<file path="config.mk">
export PLATFORM = sky130hd
export DESIGN_NAME = capture_scheduler
export DESIGN_NICKNAME = d
export VERILOG_FILES = /design/src/rtl/capture_scheduler_pkg.sv /design/src/rtl/capture_scheduler_cmd_decode.sv /design/src/rtl/capture_scheduler.sv
export SDC_FILE = /design/constraint.sdc
export NUM_CORES = 1
export LEC_CHECK = 0
export BUFFER_PORTS_ARGS = -buffer_cell sky130_fd_sc_hd__buf_2
export CAP_MARGIN = 10
export CORE_MARGIN = 10
export CORE_UTILIZATION = 45
export DETAILED_ROUTE_END_ITERATION = 16
export PLACE_DENSITY = 0.69
export SYNTH_ARGS = -nofsm -noshare
export SYNTH_HDL_FRONTEND = slang
export SYNTH_SLANG_ARGS = --single-unit
</file>
<file path="constraint.sdc">
create_clock -name clk -period 7.5 [get_ports clk]
set_input_delay 1.125 -clock clk [delete_from_list [all_inputs] [get_ports clk]]
set_output_delay 1.125 -clock clk [all_outputs]
set_load 0.005 [all_outputs]
</file>
<file path="src/rtl/capture_scheduler_pkg.sv">
// Shared types and constants for the acquisition frame scheduler.
package capture_scheduler_pkg;

    localparam int unsigned CNT_W   = 10;
    localparam int unsigned TIMER_W = 24;
    localparam int unsigned BYTE_W  = 8;

    typedef logic [3:0] state_t;

    localparam state_t ST_IDLE     = 4'd0;
    localparam state_t ST_CAPTURE  = 4'd1;
    localparam state_t ST_SEND_H0  = 4'd2;
    localparam state_t ST_SEND_H1  = 4'd3;
    localparam state_t ST_SEND_CH  = 4'd4;
    localparam state_t ST_SEND_CL  = 4'd5;
    localparam state_t ST_RD       = 4'd6;
    localparam state_t ST_SEND_D   = 4'd7;
    localparam state_t ST_SEND_SUM = 4'd8;
    localparam state_t ST_DONE     = 4'd9;

    localparam logic [BYTE_W-1:0] CMD_LEN_BASE = 8'h01;
    localparam logic [BYTE_W-1:0] CMD_LEN_LAST = 8'h04;
    localparam logic [BYTE_W-1:0] CMD_SINGLE   = 8'h10;
    localparam logic [BYTE_W-1:0] CMD_CONT     = 8'h11;
    localparam logic [BYTE_W-1:0] CMD_STOP     = 8'h20;

    localparam logic [BYTE_W-1:0] HDR0_DEF = 8'hA5;
    localparam logic [BYTE_W-1:0] HDR1_DEF = 8'h5A;

    // len_code 0..3 maps to 64/128/256/512 samples
    function automatic logic [CNT_W-1:0] frame_len_of(input logic [1:0] code);
        return CNT_W'(64) << code;
    endfunction

endpackage

</file>
<file path="src/rtl/capture_scheduler_cmd_decode.sv">
// Host command decoder: frame length, continuous flag and start request.
module cap_cmd_decode
    import capture_scheduler_pkg::*;
(
    input  logic              clk,
    input  logic              reset,
    input  logic [BYTE_W-1:0] cmd_data,
    input  logic              cmd_valid,
    input  logic              key,
    output logic [1:0]        len_code,
    output logic              continuous,
    output logic              start_c
);

    // Start is passed through combinationally so adc_en can rise one cycle after the strobe
    always_comb begin
        start_c = key || (cmd_valid && (cmd_data == CMD_SINGLE || cmd_data == CMD_CONT));
    end

    always_ff @(posedge clk or posedge reset) begin
        if (reset) begin
            len_code   <= 2'd0;
            continuous <= 1'b0;
        end else if (cmd_valid) begin
            if (cmd_data >= CMD_LEN_BASE && cmd_data <= CMD_LEN_LAST) begin
                len_code <= 2'(cmd_data - CMD_LEN_BASE);
            end
            if (cmd_data == CMD_CONT) begin
                continuous <= 1'b1;
            end
            if (cmd_data == CMD_STOP) begin
                continuous <= 1'b0;
            end
        end
    end

endmodule

</file>
<file path="src/rtl/capture_scheduler.sv">
// Sequences one ADC capture into the FIFO, then drains it to the UART as a framed packet.
module capture_scheduler
    import capture_scheduler_pkg::*;
#(
    parameter logic [BYTE_W-1:0]  HDR0    = HDR0_DEF,
    parameter logic [BYTE_W-1:0]  HDR1    = HDR1_DEF,
    parameter logic [TIMER_W-1:0] TIMEOUT = 24'd2_400_000
) (
    input  logic              clk,
    input  logic              reset,
    input  logic [BYTE_W-1:0] cmd_data,
    input  logic              cmd_valid,
    input  logic              key,
    output logic              adc_en,
    input  logic              data_en,
    input  logic              fifo_empty,
    output logic              fifo_rd,
    input  logic [BYTE_W-1:0] fifo_q,
    output logic [BYTE_W-1:0] tx_data,
    output logic              tx_vld,
    input  logic              tx_busy,
    output logic              busy,
    output logic              frame_done
);

    logic [1:0] len_code;
    logic       continuous;
    logic       start_c;

    cap_cmd_decode u_cmd_decode (
        .clk        (clk),
        .reset      (reset),
        .cmd_data   (cmd_data),
        .cmd_valid  (cmd_valid),
        .key        (key),
        .len_code   (len_code),
        .continuous (continuous),
        .start_c    (start_c)
    );

    state_t             state, state_nxt;
    logic [CNT_W-1:0]   sample_cnt, cnt_nxt;
    logic [CNT_W-1:0]   remaining, rem_nxt;
    logic [CNT_W-1:0]   frame_len, len_nxt;
    logic [TIMER_W-1:0] timer, timer_nxt;
    logic               err, err_nxt;
    logic [BYTE_W-1:0]  sum, sum_nxt;
    logic [BYTE_W-1:0]  tx_data_nxt, tx_byte;
    logic               tx_vld_nxt, fifo_rd_nxt, send_ok, issue;

    always_ff @(posedge clk or posedge reset) begin
        if (reset) begin
            state      <= ST_IDLE;
            sample_cnt <= '0;
            remaining  <= '0;
            frame_len  <= '0;
            timer      <= '0;
            err        <= 1'b0;
            sum        <= '0;
            adc_en     <= 1'b0;
            fifo_rd    <= 1'b0;
            tx_vld     <= 1'b0;
            tx_data    <= '0;
            busy       <= 1'b0;
            frame_done <= 1'b0;
        end else begin
            state      <= state_nxt;
            sample_cnt <= cnt_nxt;
            remaining  <= rem_nxt;
            frame_len  <= len_nxt;
            timer      <= timer_nxt;
            err        <= err_nxt;
            sum        <= sum_nxt;
            adc_en     <= (state_nxt == ST_CAPTURE);
            fifo_rd    <= fifo_rd_nxt;
            tx_vld     <= tx_vld_nxt;
            tx_data    <= tx_data_nxt;
            busy       <= (state_nxt != ST_IDLE);
            frame_done <= (state_nxt == ST_DONE);
        end
    end

    always_comb begin
        state_nxt   = state;
        cnt_nxt     = sample_cnt;
        rem_nxt     = remaining;
        len_nxt     = frame_len;
        timer_nxt   = timer;
        err_nxt     = err;
        sum_nxt     = sum;
        fifo_rd_nxt = 1'b0;
        tx_vld_nxt  = 1'b0;
        tx_data_nxt = tx_data;
        tx_byte     = '0;
        issue       = 1'b0;
        send_ok     = !tx_busy && !tx_vld;

        case (state)
            ST_IDLE: begin
                if (start_c) begin
                    state_nxt = ST_CAPTURE;
                    cnt_nxt   = '0;
                    timer_nxt = '0;
                    err_nxt   = 1'b0;
                    sum_nxt   = '0;
                    len_nxt   = frame_len_of(len_code);
                end
            end
            ST_CAPTURE: begin
                if (data_en) begin
                    cnt_nxt   = sample_cnt + CNT_W'(1);
                    timer_nxt = '0;
                    if (cnt_nxt == frame_len) begin
                        state_nxt = ST_SEND_H0;
                        rem_nxt   = cnt_nxt;
                    end
                end else begin
                    timer_nxt = timer + TIMER_W'(1);
                    if (timer_nxt == TIMEOUT) begin
                        err_nxt   = 1'b1;
                        state_nxt = ST_SEND_H0;
                        rem_nxt   = sample_cnt;
                    end
                end
            end
            ST_SEND_H0:  if (tx_vld) state_nxt = ST_SEND_H1;
            ST_SEND_H1:  if (tx_vld) state_nxt = ST_SEND_CH;
            ST_SEND_CH:  if (tx_vld) state_nxt = ST_SEND_CL;
            ST_SEND_CL:  if (tx_vld) state_nxt = ST_RD;
            ST_SEND_D:   if (tx_vld) state_nxt = ST_RD;
            ST_SEND_SUM: if (tx_vld) state_nxt = ST_DONE;
            ST_RD: begin
                if (remaining == '0) begin
                    state_nxt = ST_SEND_SUM;
                end else if (!fifo_empty) begin
                    fifo_rd_nxt = 1'b1;
                    state_nxt   = ST_SEND_D;
                end
            end
            ST_DONE: begin
                if (continuous) begin
                    state_nxt = ST_CAPTURE;
                    cnt_nxt   = '0;
                    timer_nxt = '0;
                    err_nxt   = 1'b0;
                    sum_nxt   = '0;
                    len_nxt   = frame_len_of(len_code);
                end else begin
                    state_nxt = ST_IDLE;
                end
            end
            default: state_nxt = ST_IDLE;
        endcase

        // Launch the byte of the state we will be in, so tx_vld is high while that state holds
        case (state_nxt)
            ST_SEND_H0: begin
                issue   = send_ok;
                tx_byte = HDR0;
            end
            ST_SEND_H1: begin
                issue   = send_ok;
                tx_byte = HDR1;
            end
            ST_SEND_CH: begin
                issue   = send_ok;
                tx_byte = {err, 5'b0, sample_cnt[9:8]};
            end
            ST_SEND_CL: begin
                issue   = send_ok;
                tx_byte = sample_cnt[7:0];
            end
            ST_SEND_D: begin
                // fifo_q is valid only once the read strobe has retired
                issue   = send_ok && (state == ST_SEND_D) && !fifo_rd;
                tx_byte = fifo_q;
            end
            ST_SEND_SUM: begin
                issue   = send_ok;
                tx_byte = sum;
            end
            default: issue = 1'b0;
        endcase

        if (issue) begin
            tx_vld_nxt  = 1'b1;
            tx_data_nxt = tx_byte;
            if (state_nxt == ST_SEND_D) begin
                sum_nxt = sum + fifo_q;
                rem_nxt = remaining - CNT_W'(1);
            end
        end
    end

endmodule
</file>
==> metrics.txt, run 1 <==
largest fanout on the critical path 12; final worst slack 3.762 ns; Power Density 251.0 nW/um^2; CP Launch Type flip-flop; Multi-input gate area roughly 3300 um^2; Port Buffers 35; Post-Place Setup Slack 3.547 ns; synth warn 0; Final ANT Viol Nets 0; Starting Density ~46%; Synthesized Nets 690; clock root cell clkbuf_16; Reg-to-Reg Start timer[0]$_DFFE_PP0P_; status completed; core area between 10000 and 15000 um^2; vias in the first global route 4948; clk_skew about 0.011 ns; Clock transition at path regs around 0.06 ns; 1st-iter DRT viols a little under 500; Max-Cap Viols 0; sequential area share after synthesis 34.85%; peak supply drop 171.1 uV; RSZ-0062 raised after global routing false; crit-path max cell delay 0.59 ns; Hold Crit Class reg -> reg; WL/cell about 19 um; hpwl dp about 11000 um; GRT Total Usage a little under a fifth; setup tns final 0 ns; slowest library cell on the worst path o21ai_2; critical-path cell list ha_1, nand3_1, nor3_2, a21bo_2, o2111a_1, nand4_1, o21ai_2, a221oi_1, o32a_1; TritonCTS clock tree done; P_leak 0.002494 uW; Seq. cell area 1927 um^2; synth cell count leaders 77 x dfrtp_1, 75 x o21ai_0, 65 x nand2_1; antenna violations before repair 0; Crit. End Element flip-flop; headroom to the max-slew limit 25.72%; vias per cell between 6 and 7; Hold Path End sum[7]$_DFF_PP0_; EDFF count, synth 0; Mapped Cells 653; DR vias 5211; ANT cells 0; drt drc 0; kind of cell adding the most delay to the critical path compound AO/OA/AOI/OAI gates; Max Fclk approximately 270 MHz; hold violation total from the final report 0; row count 40; worst path arrival time around 4.0 ns; P&R area growth vs syn 8.531%; most frequent cell after synthesis dfrtp_1; WS Path Type reg -> reg; final RePlAce weighted congestion ~0.9; RR Endpoint tx_data[3]$_DFFE_PP0P_; CTS buffer count 9; Resize count post-CTS 0; Die W 130.8 um; Min Clock Period, post-route about 3.7 ns; clk sink count just under 80; Post-synth top flop dfrtp_1; Setup-failing EPs final 0; synth unique cells between 80 and 90; fin. max-slew vios 0; worst-skew pair later-pin latency ~0.35 ns; FF-to-FF path depth 9; Post-CTS Setup Bufs 0; Worst EP required 7.74 ns; largest cells by area after synthesis dfrtp_1 35%, o21ai_0 6.8%, nand2_1 4.4%; router iterations before antenna repair 5; total grt overflow 0; number of fill cells 1133; maximum clock path buffer count 2; die height around 130 um; dominant cell type by area after synthesis dfrtp_1; CTS H-Tree Depth 3; Post-Syn Area per Cell ~8.5 um^2; cts hold-fix bufs 0; Worst-Margin Slew between 1 and 1.5 ns; largest net degree at the start of global routing slightly below 80; reg-to-reg setup timing slack 3.76 ns; WP buf/inv 0; Synth top area share a little over a third; Final #Nets between 600 and 700; share of the cycle needed by the critical path after routing between 40% and 50%; IO Pins 36; die area approximately 17000 um^2; hold depth 1; global-route wire length before repair roughly 25000 um; layout cells sized above 1 about 13%; Hold Startpoint sum[7]$_DFF_PP0_; FFs w/ async S/R, synth 100.0%; Yosys reg bits 77; Routed WL between 15000 and 20000 um; Synth Cell Area between 5000 and 6000 um^2
-- state kept, by name, summed over array words and instances, names as in the netlist --
register and cells:
sum 8, u_cmd_decode.len_code 2, u_cmd_decode.continuous 1, frame_done 1
adc_en 1, timer 24, busy 1, tx_data 8
sample_cnt 10, remaining 10, state 4, tx_vld 1
err 1, frame_len 4, fifo_rd 1
-- cells in the final DEF (no fill, tap or decap), types with 4 or more instances in the layout --
cell type  instances
o21ai_0           75
buf_2             35
a31oi_1           14
dfrtp_1           77
buf_4              4
nor2_1            52
nand2_1           65
nand3b_1           6
xor2_1             9
inv_1             25
o221ai_1           9
o21a_1             6
nor4_1             5
a221oi_1           4
clkbuf_16          9
o31ai_1            9
nand3_1           30
ha_1              13
a22oi_1            4
mux2i_1            4
nor3_1            11
and3_1             9
a21o_1             4
nand4_1           23
a21oi_1           38
or3_1              7
xnor2_1           11
and2_1             4
and4_1             4
-- where the power goes --
part           internal [uW]  switching, uW  total [uW]  leakage [uW]
logic                    198            263         461       0.00136
clock network            257            181         439      0.000138
registers                494            112         607      0.000995
total                    950            557        1510       0.00249
-- how the worst max path moves through the flow --
stage / slack (ns) / cells after the start / start / endpoint
finish: 3.76 / 9 / timer[0]$_DFFE_PP0P_ / tx_data[3]$_DFFE_PP0P_
global route: 3.53 / 9 / timer[0]$_DFFE_PP0P_ / tx_data[3]$_DFFE_PP0P_
CTS: 3.81 / 9 / timer[0]$_DFFE_PP0P_ / tx_data[4]$_DFFE_PP0P_
detailed placement: 3.55 / 10 / cmd_data[1] / tx_data[4]$_DFFE_PP0P_
global placement: 3.72 / 10 / cmd_data[0] / tx_data[3]$_DFFE_PP0P_
floorplan: 4.20 / 11 / cmd_data[1] / tx_data[3]$_DFFE_PP0P_
-- through the flow --
step	cell area (um^2)	utilization (%)	power, uW	instances	hold WS [ns]
after floorplan	5529	-	919.5	653	0.4458
after global placement	5708	47.52	1044	796	0.4733
after detailed placement	5708	47.52	1062	796	0.4888
after CTS	6001	49.96	1504	812	0.5060
after global routing	6001	49.96	1600	812	0.5308
final	6001	49.96	1506	812	0.4999
-- per-layer routing --
layer	wire, um	share of wire, %	up-vias	GRT usage (%)
li1	-	-	2460	-
met1	6738	44	2535	23.12
met2	7310	48	179	28.84
met3	933	6.1	37	4.915
met4	386	2.5	0	6.867
met5	0	0	-	0
-- cell families after synthesis --
family | share of synthesized area [%]
DFF | 34.85
muxes | 0.7242
and+or+nand+nor | 26.54
buffers and inverters | 5.589
xor gates and xnor gates | 3.575
AOI/OAI and AO/OA | 25.41
adders and majority gates | 3.304
-- layout make-up --
class,count,share of cell area (%)
multi-input cells,507,54.88
clock buffers,10,3.816
well taps,147,3.065
inverters,26,1.647
repair buffers,39,3.420
flip-flops and latches,77,32.11
clock inverters,6,1.063
Power figures use the tool's default switching activity.
==> run 2, diff against run 1 <==
--- a/config.mk
+++ b/config.mk
@@ -10,7 +10,7 @@
 export CORE_MARGIN = 10
 export CORE_UTILIZATION = 45
 export DETAILED_ROUTE_END_ITERATION = 16
-export PLACE_DENSITY = 0.69
+export PLACE_DENSITY = 0.72
 export SYNTH_ARGS = -nofsm -noshare
 export SYNTH_HDL_FRONTEND = slang
 export SYNTH_SLANG_ARGS = --single-unit
==> constraint.sdc (replaced) <==
create_clock -name clk -period 3.3 [get_ports clk]
set_input_delay 0.495 -clock clk [delete_from_list [all_inputs] [get_ports clk]]
set_output_delay 0.495 -clock clk [all_outputs]
set_load 0.005 [all_outputs]
==> run 2 against run 1 <==
Against the previous run:
- sequential share of layout area is 1.1 points lower
- first-iteration DRC count grew 21%
- die area is the same
- combinational power rose by 150%
- worst hold slack got worse by 0.16 ns
- largest cell class unchanged
- highest routed layer unchanged
==> metrics.txt, run 2 (synthesis results as in run 1) <==
status completed; die area 17120 um^2 (unchanged); Post-Layout Inst Area 6217 um^2 (+3.6%); share of the cycle needed by the critical path after routing 95.11% (+45 points); CP Launch Type flip-flop; layout cells sized above 1 16.37% (+3.0 points); Reg-to-Reg Start remaining[0]$_DFF_PP0_; Max-Cap Viols 0 (unchanged); CTS buffer count 9 (unchanged); global-route wire length before repair 26500 um (+6.6%); DR vias 5329 (+2.3%); largest net degree at the start of global routing 56 (-28%); vias in the first global route 5175 (+4.6%); Worst EP required 3.53 ns (-4.21 ns); IO Pins 36 (unchanged); antenna violations before repair 0 (unchanged); hold violation total from the final report 0 (unchanged); 1st-iter DRT viols 597 (+21%); Starting Density 46.03% (unchanged); RR Endpoint tx_data[3]$_DFFE_PP0P_; ANT cells 0 (unchanged); Routed WL 15980 um (+4.0%); Power Density 588.1 nW/um^2 (+130%); Inst Count DP 815 (+2.4%); vias per cell 6.413 (about the same); headroom to the max-slew limit 34.92% (+9.2 points); reg-to-reg setup timing slack 0.16 ns (-3.60 ns); Worst-Margin Slew 0.9751 ns (-0.1364 ns); clk_skew 0.006174 ns (-0.004468 ns); Min Clock Period, post-route 3.139 ns (-0.5996 ns); Crit. End Element flip-flop; Seq. cell area 1928 um^2 (about the same); drt drc 0 (unchanged); cts hold-fix bufs 0 (unchanged); largest fanout on the critical path 8 (-4); Port Buffers 35 (unchanged); row count 40 (unchanged); max FFs per register 24 (unchanged); router iterations before antenna repair 7 (+2); TritonCTS clock tree done; hold_ws 0.3422 ns (-0.1577 ns); worst path arrival time 3.37 ns (-0.61 ns); peak supply drop 361.5 uV (+110%); fin. max-slew vios 0 (unchanged); WL/cell 19.23 um (+1.6%); final RePlAce weighted congestion 0.9033 (+2.7%); WS Path Type reg -> reg; FF-to-FF path depth 10 (+1); die height 130.8 um (unchanged); most common cell after layout, fill and taps aside dfrtp_1; Biggest register timer; hpwl dp 11490 um (+5.8%); core area 12010 um^2 (unchanged); CTS H-Tree Depth 3 (unchanged); worst-skew pair later-pin latency 0.35 ns (about the same); power after layout 3656 uW (+140%); Post-CTS Setup Bufs 0 (unchanged); total grt overflow 0 (unchanged); P_leak 0.002611 uW (+4.7%); maximum clock path buffer count 2 (unchanged); Top Registers timer: 24 flops, remaining: 10 flops, sample_cnt: 10 flops; Final ANT Viol Nets 0 (unchanged); Clock transition at path regs 0.06 ns (about the same); Hold Crit Class in -> async; Max Fclk 318.6 MHz (+19%); number of non-filler instances in the completed layout 831 (+2.3%); Area after DPL 5851 um^2 (+2.5%); setup tns final 0 ns (unchanged); GRT Total Usage 19.13% (+0.95 points); Setup-failing EPs final 0 (unchanged); most frequent cells in the layout 76 x dfrtp_1, 75 x o21ai_0, 65 x nand2_1; Die W 130.8 um (unchanged); clk sink count 77 (unchanged); number of fill cells 1094 (-3.4%); Final #Nets 716 (+2.7%); Multi-input gate area 3309 um^2 (+0.49%); clock root cell clkbuf_16; P&R area growth vs syn 12.45%
[run 2: routing by layer]
| metal | share of wire (%) | wire, um | global-route usage (%) |
|---|---|---|---|
| met3 | 6.2 | 991 | 4.311 |
| met4 | 2.6 | 416 | 7.390 |
| met1 | 43 | 6843 | 24.13 |
| met2 | 48 | 7731 | 31.16 |
| met5 | 0 | 0 | 0 |
[run 2: repair_timing]
action | CTS | global route
setup endpoints to repair | 0 | 10
resized for setup | 0 | 4
hold endpoints to repair | 0 | 0
[run 2: where the power goes]
group / internal, uW / switching (uW) / total [uW]
Clock: 758 / 404 / 1160
Sequential: 1130 / 239 / 1360
Combinational: 477 / 653 / 1130
Total: 2360 / 1300 / 3660
[run 2: layout make-up]
cell class | instances | area share, %
Clock buffer | 10 | 3.844
Clock inverter | 6 | 1.771
Inverter | 26 | 1.590
Multi-Input combinational cell | 507 | 53.23
Sequential cell | 77 | 31.01
Tap cell | 147 | 2.958
Timing Repair Buffer | 58 | 5.595
[run 2: how the worst max path moves through the flow]
stage          slack [ns]                      to  cells past startpoint                   start
2_1_floorplan        0.51  tx_data[3]$_DFFE_PP0P_                     10    timer[0]$_DFFE_PP0P_
3_3_place_gp         0.26  tx_data[0]$_DFFE_PP0P_                     11  remaining[0]$_DFF_PP0_
3_5_place_dp         0.22  tx_data[0]$_DFFE_PP0P_                     12             cmd_data[1]
4_1_cts              0.20  tx_data[0]$_DFFE_PP0P_                     11  remaining[0]$_DFF_PP0_
5_1_grt            -0.008  tx_data[3]$_DFFE_PP0P_                     10    timer[0]$_DFFE_PP0P_
6_report             0.16  tx_data[3]$_DFFE_PP0P_                     10  remaining[0]$_DFF_PP0_
[run 2: per-stage QoR]
stage / worst slack, ns / util (%)
CTS: 0.1956 / 51.61
detailed placement: 0.2220 / 48.71
global route: -0.008406 / 51.76
finish: 0.1615 / 51.76
global placement: 0.2567 / 48.71
floorplan: 0.5108 / -
[run 2: critical path, cell delays in order, from the launching register on]
cell	delay, ns
dfrtp_1	0.42
inv_1	0.09
ha_1	0.19
nor4b_1	0.54
buf_4	0.23
and3_1	0.18
nor4b_2	0.07
nor3b_1	0.39
o21a_1	0.38
a221oi_1	0.17
o32a_1	0.36
